===== src/rtl/argmax_seq_ctrl.sv =====
// Sequential argmax over a serial stream of N FP16 logits; reports the winning
// class as one-hot, index and value over a valid/ready result port.
module argmax_seq_ctrl #(
  parameter int N     = 10,
  parameter int IDX_W = $clog2(N)
) (
  input  logic             clk,
  input  logic             rst,
  input  logic             in_valid,
  output logic             in_ready,
  input  logic [15:0]      in_data,
  input  logic             in_last,
  output logic             out_valid,
  input  logic             out_ready,
  output logic [N-1:0]     out_onehot,
  output logic [IDX_W-1:0] out_idx,
  output logic [15:0]      out_max,
  output logic             frame_err
);

  typedef enum logic [1:0] {IDLE, COLLECT, DONE} state_t;

  state_t           state, state_nxt;
  logic [IDX_W-1:0] cnt;
  logic [IDX_W-1:0] idx_q;
  logic [15:0]      max_q;
  logic             err_q;
  logic             accept;
  logic             at_end;
  logic             gt;

  // Sign-magnitude ordering: +0 beats -0, NaN/Inf ordered purely by bit fields.
  function automatic logic is_greater(input logic [15:0] a, input logic [15:0] b);
    logic r;
    if (a == b)              r = 1'b0;
    else if (a[15] != b[15]) r = ~a[15];
    else if (!a[15])         r = (a[14:0] > b[14:0]);
    else                     r = (a[14:0] < b[14:0]);
    return r;
  endfunction

  assign in_ready  = (state != DONE);
  assign out_valid = (state == DONE);
  assign accept    = in_valid && in_ready;
  assign at_end    = (cnt == IDX_W'(N - 1));
  assign gt        = is_greater(in_data, max_q);

  // NOTE: every always_comb output gets a default first so no latch is inferred.
  always_comb begin
    state_nxt = state;
    case (state)
      IDLE:    if (accept) state_nxt = in_last ? DONE : COLLECT;
      COLLECT: if (accept && (at_end || in_last)) state_nxt = DONE;
      DONE:    if (out_ready) state_nxt = IDLE;
      default: state_nxt = IDLE;
    endcase
  end

  // NOTE: sequential state uses non-blocking assignments only.
  always_ff @(posedge clk) begin
    if (rst) begin
      state <= IDLE;
      cnt   <= '0;
      max_q <= '0;
      idx_q <= '0;
      err_q <= 1'b0;
    end else begin
      state <= state_nxt;
      case (state)
        IDLE: begin
          if (accept) begin
            max_q <= in_data;
            idx_q <= '0;
            cnt   <= IDX_W'(1);
            err_q <= in_last;
          end
        end
        COLLECT: begin
          if (accept) begin
            if (gt) begin
              max_q <= in_data;
              idx_q <= cnt;
            end
            if (!at_end) cnt <= cnt + IDX_W'(1);
            // Error when in_last and the final beat position disagree.
            if (at_end != in_last) err_q <= 1'b1;
          end
        end
        DONE: begin
          if (out_ready) cnt <= '0;
        end
        default: ;
      endcase
    end
  end

  always_comb begin
    out_onehot = '0;
    if (out_valid) out_onehot[idx_q] = 1'b1;
  end

  assign out_idx   = idx_q;
  assign out_max   = max_q;
  assign frame_err = err_q;

endmodule


===== config.mk =====
export PLATFORM = sky130hd
export DESIGN_NAME = argmax_seq_ctrl
export DESIGN_NICKNAME = d
export VERILOG_FILES = /design/src/rtl/argmax_seq_ctrl.sv
export SDC_FILE = /design/constraint.sdc
export NUM_CORES = 1
export LEC_CHECK = 0
export BUFFER_PORTS_ARGS = -buffer_cell sky130_fd_sc_hd__buf_4
export CORE_ASPECT_RATIO = 0.7
export CORE_MARGIN = 8
export CORE_UTILIZATION = 52
export DETAILED_ROUTE_END_ITERATION = 6
export GPL_ROUTABILITY_DRIVEN = 0
export PLACE_DENSITY = 0.8
export SYNTH_ARGS = -nofsm -noshare
export SYNTH_HDL_FRONTEND = slang
export SYNTH_SLANG_ARGS = --single-unit

===== constraint.sdc =====
create_clock -name clk -period 2.25 [get_ports clk]
set_input_delay 0.225 -clock clk [delete_from_list [all_inputs] [get_ports clk]]
set_output_delay 0.225 -clock clk [all_outputs]
set_load 0.03 [all_outputs]

==> results.toml <==
[status]
status = "complete, no violations"

[worst_setup_path]
startpoint_type = "flip-flop"
cp.required_ns = 2.45
cp.arrival_ns = 2.37
r2r-start = "out_max[10]"
crit_chain = "inv_1 > ha_1 > a211oi_1 > o21ai_0 > a21oi_1 > a21oi_2 > or4bb_1 > o31ai_2"
r2r_end = "out_max[0]"
path_class = "reg2reg"
reg2regPathDepth = 8
slowest_delay_ns = 0.51
reg2reg_setup_slack_ns = 0.09
cpMaxStageDelayCell = "or4bb_1"
cp_max_fo = 4
worstSetupEndpointType = "flip-flop"

[sta]
slew_headroom = 0.732
drv_slew = 0
setup_ws_ns = 0.0868
max_clock_freq_mhz = 462
setup_tns_ns = 0
setup_viol = 0
finClkSkew_ns = 0.0115
period_share = 0.961
fin_crit_ns = 2.16
worst_slew_pin_slew_ns = 0.399
finalHoldViolations = 0

[floorplanning]
die_width_um = 88.5
placeableCoreArea_um2 = 3510
die_area_um2 = 5900
die_h_um = 66.7
pin_count = 54
start_util = 0.544
num_rows = 18

[global_routing]
grt_pass1_wl_um = 7070
grt_max_degree = 47
overflow = 0
antenna_found_initial = 0
grtUsageTotal = 0.149
grt_pass1_vias = 1583

[synthesis]
ys_seq_area_frac = 0.283
synthArstFlopShare = 0
synthAdderAreaFrac = 0.137
synth-xor-area-share = 0
avgSynthCellArea_um2 = 8.53
synth_flop_cell = "dfxtp_1"
synth-edff-count = 0
synth_warnings = 0
syn-instance-count = 224
synth_cell_types = 37
synth_top_family_by_area = "simple AND/OR/NAND/NOR gates"
synthesis.area_um2 = 1910
synthMuxAreaShare = 0.0949
synth_compound_area_frac = 0.131
synth_fp_nets = 266
ys_seq_elements = 27
synthSimpleGateAreaFrac = 0.268

[placed_design]
hpwl_um = 3480
io_buffer_count = 53
pre_cts_slack_ns = 0.122
place_area_um2 = 2340

[clock_network]
cts_max_level = 1
cts.sinks = 27
cts_resized = 0
postCtsHoldBufs = 0
clock_latency_ns = 0.28
clkSlewWorstSetupHoldPaths_ns = 0.10
cts_root_buffer = "clkbuf_8"
cts_made_buffers = 3
cts_tree = "built"
cts_setup_buffers = 0
clockBufferDepth = 2

[layout]
drive_gt1_frac = 0.275
fin_area_um2 = 2430
area_delta_synth_final_pct = 27.0
n_antenna_cell = 0
fin_util = 0.691
nNetsFinal = 319

[route]
wl_um = 4400
initialDrtViolationCount = 55
num_vias = 1651
route.detailed.vias_per_inst = 5.06
drc_errors = 0
wl_per_cell_um = 13.5
drtAntennaViolNets = 0
first_pass_iters = 6

[min_path]
hold_class = "in2reg"
min_path_cells = 3
min-delay-start = "in_data[5]"
hold_end = "out_max[5]"

[run]
maxCapViolations = 0

[pwr]
pwr_density_cell_nw_per_um2 = 1020
power_mw = 2.48
leakage_nw = 1.10
ir_drop_uv = 637
[layout make-up]
class                   instances  area (µm²)
clock buffers                   3        41.3
multi-input cells             162        1230
flip-flops and latches         27         543
inverters                      26        97.6
well taps                      50        62.6
fillers                       323        1090
clock inverters                 1        7.51
repair buffers                 57         443
[placed cells by master, fill, tap and decap left out, types with 2 or more instances in the layout]
cell type	count
buf_4	55
nand2b_1	32
inv_1	26
dfxtp_1	25
ha_1	21
nor2_1	18
mux2i_1	17
a21oi_1	14
nand3b_1	6
o21ai_0	6
nand2_1	5
nand3_1	5
a211oi_1	4
nor3_1	3
or3_1	3
or4bb_1	3
clkbuf_8	3
nand4_1	2
o21ai_2	2
nor2b_4	2
a211o_1	2
nor2b_1	2
o41ai_1	2
dfxtp_2	2
buf_8	2
[metal layers]
metal	up-vias	wire, µm	global-route usage
met5	-	0	0
met4	0	15	0.0252
met3	2	342	0.0491
met2	50	1830	0.234
met1	728	2210	0.196
li1	871	-	-
[cell usage after synthesis, drive strengths merged (5+ instances only)]
library cell / n / area share
a211oi: 5 / 0.022
a21oi: 15 / 0.041
clkbuf: 5 / 0.0098
dfxtp: 27 / 0.28
ha: 21 / 0.14
inv: 26 / 0.051
mux2i: 17 / 0.089
nand2: 6 / 0.013
nand2b: 32 / 0.10
nand3: 6 / 0.018
nand3b: 6 / 0.024
nor2: 18 / 0.035
nor3: 5 / 0.019
o21ai: 9 / 0.026
[logic make-up (layout without fill, tap and decap cells)]
kind of cell,count (synthesis),in the layout
buffers and inverters,35,87
muxes,18,18
adders and majority gates,21,21
DFF,27,27
AOI/OAI and AO/OA,37,37
and+or+nand+nor,86,86
[flip-flops by register name, indices dropped and copies added, names as in the netlist]
register	count
cnt	4
frame_err	1
out_idx	4
out_max	16
state	2
[stage by stage]
step / instances / hold slack (ns)
2_1_floorplan: 224 / 0.377
3_3_place_gp: 322 / 0.479
3_5_place_dp: 322 / 0.485
4_1_cts: 326 / 0.206
5_1_grt: 326 / 0.203
6_report: 326 / 0.206
[worst max-delay path by stage]
stage,startpoint,to,slack (ns),cells past startpoint
2_1_floorplan,out_max[14],out_idx[3],0.03,10
3_3_place_gp,out_max[14],out_max[10],0.19,9
3_5_place_dp,out_max[10],out_idx[1],0.12,9
4_1_cts,out_max[13],out_max[10],0.05,9
5_1_grt,out_max[14],out_max[13],-0.002,9
6_report,out_max[10],out_max[0],0.09,8
[worst max-delay path, delay by kind of cell, from the launching register on]
family,cells,cell delay [ns]
AOI/OAI and AO/OA,5,0.85
and+or+nand+nor,1,0.51
buffers and inverters,1,0.06
DFF,1,0.37
adders and majority gates,1,0.30
[power breakdown]
| part | internal [mW] | total [mW] | leakage, nW | switching [mW] |
|---|---|---|---|---|
| clock network | 0.126 | 0.286 | 0.0217 | 0.160 |
| registers | 0.605 | 0.712 | 0.222 | 0.107 |
| logic | 0.629 | 1.48 | 0.855 | 0.852 |
No activity file was read; power rests on OpenSTA's default activity.
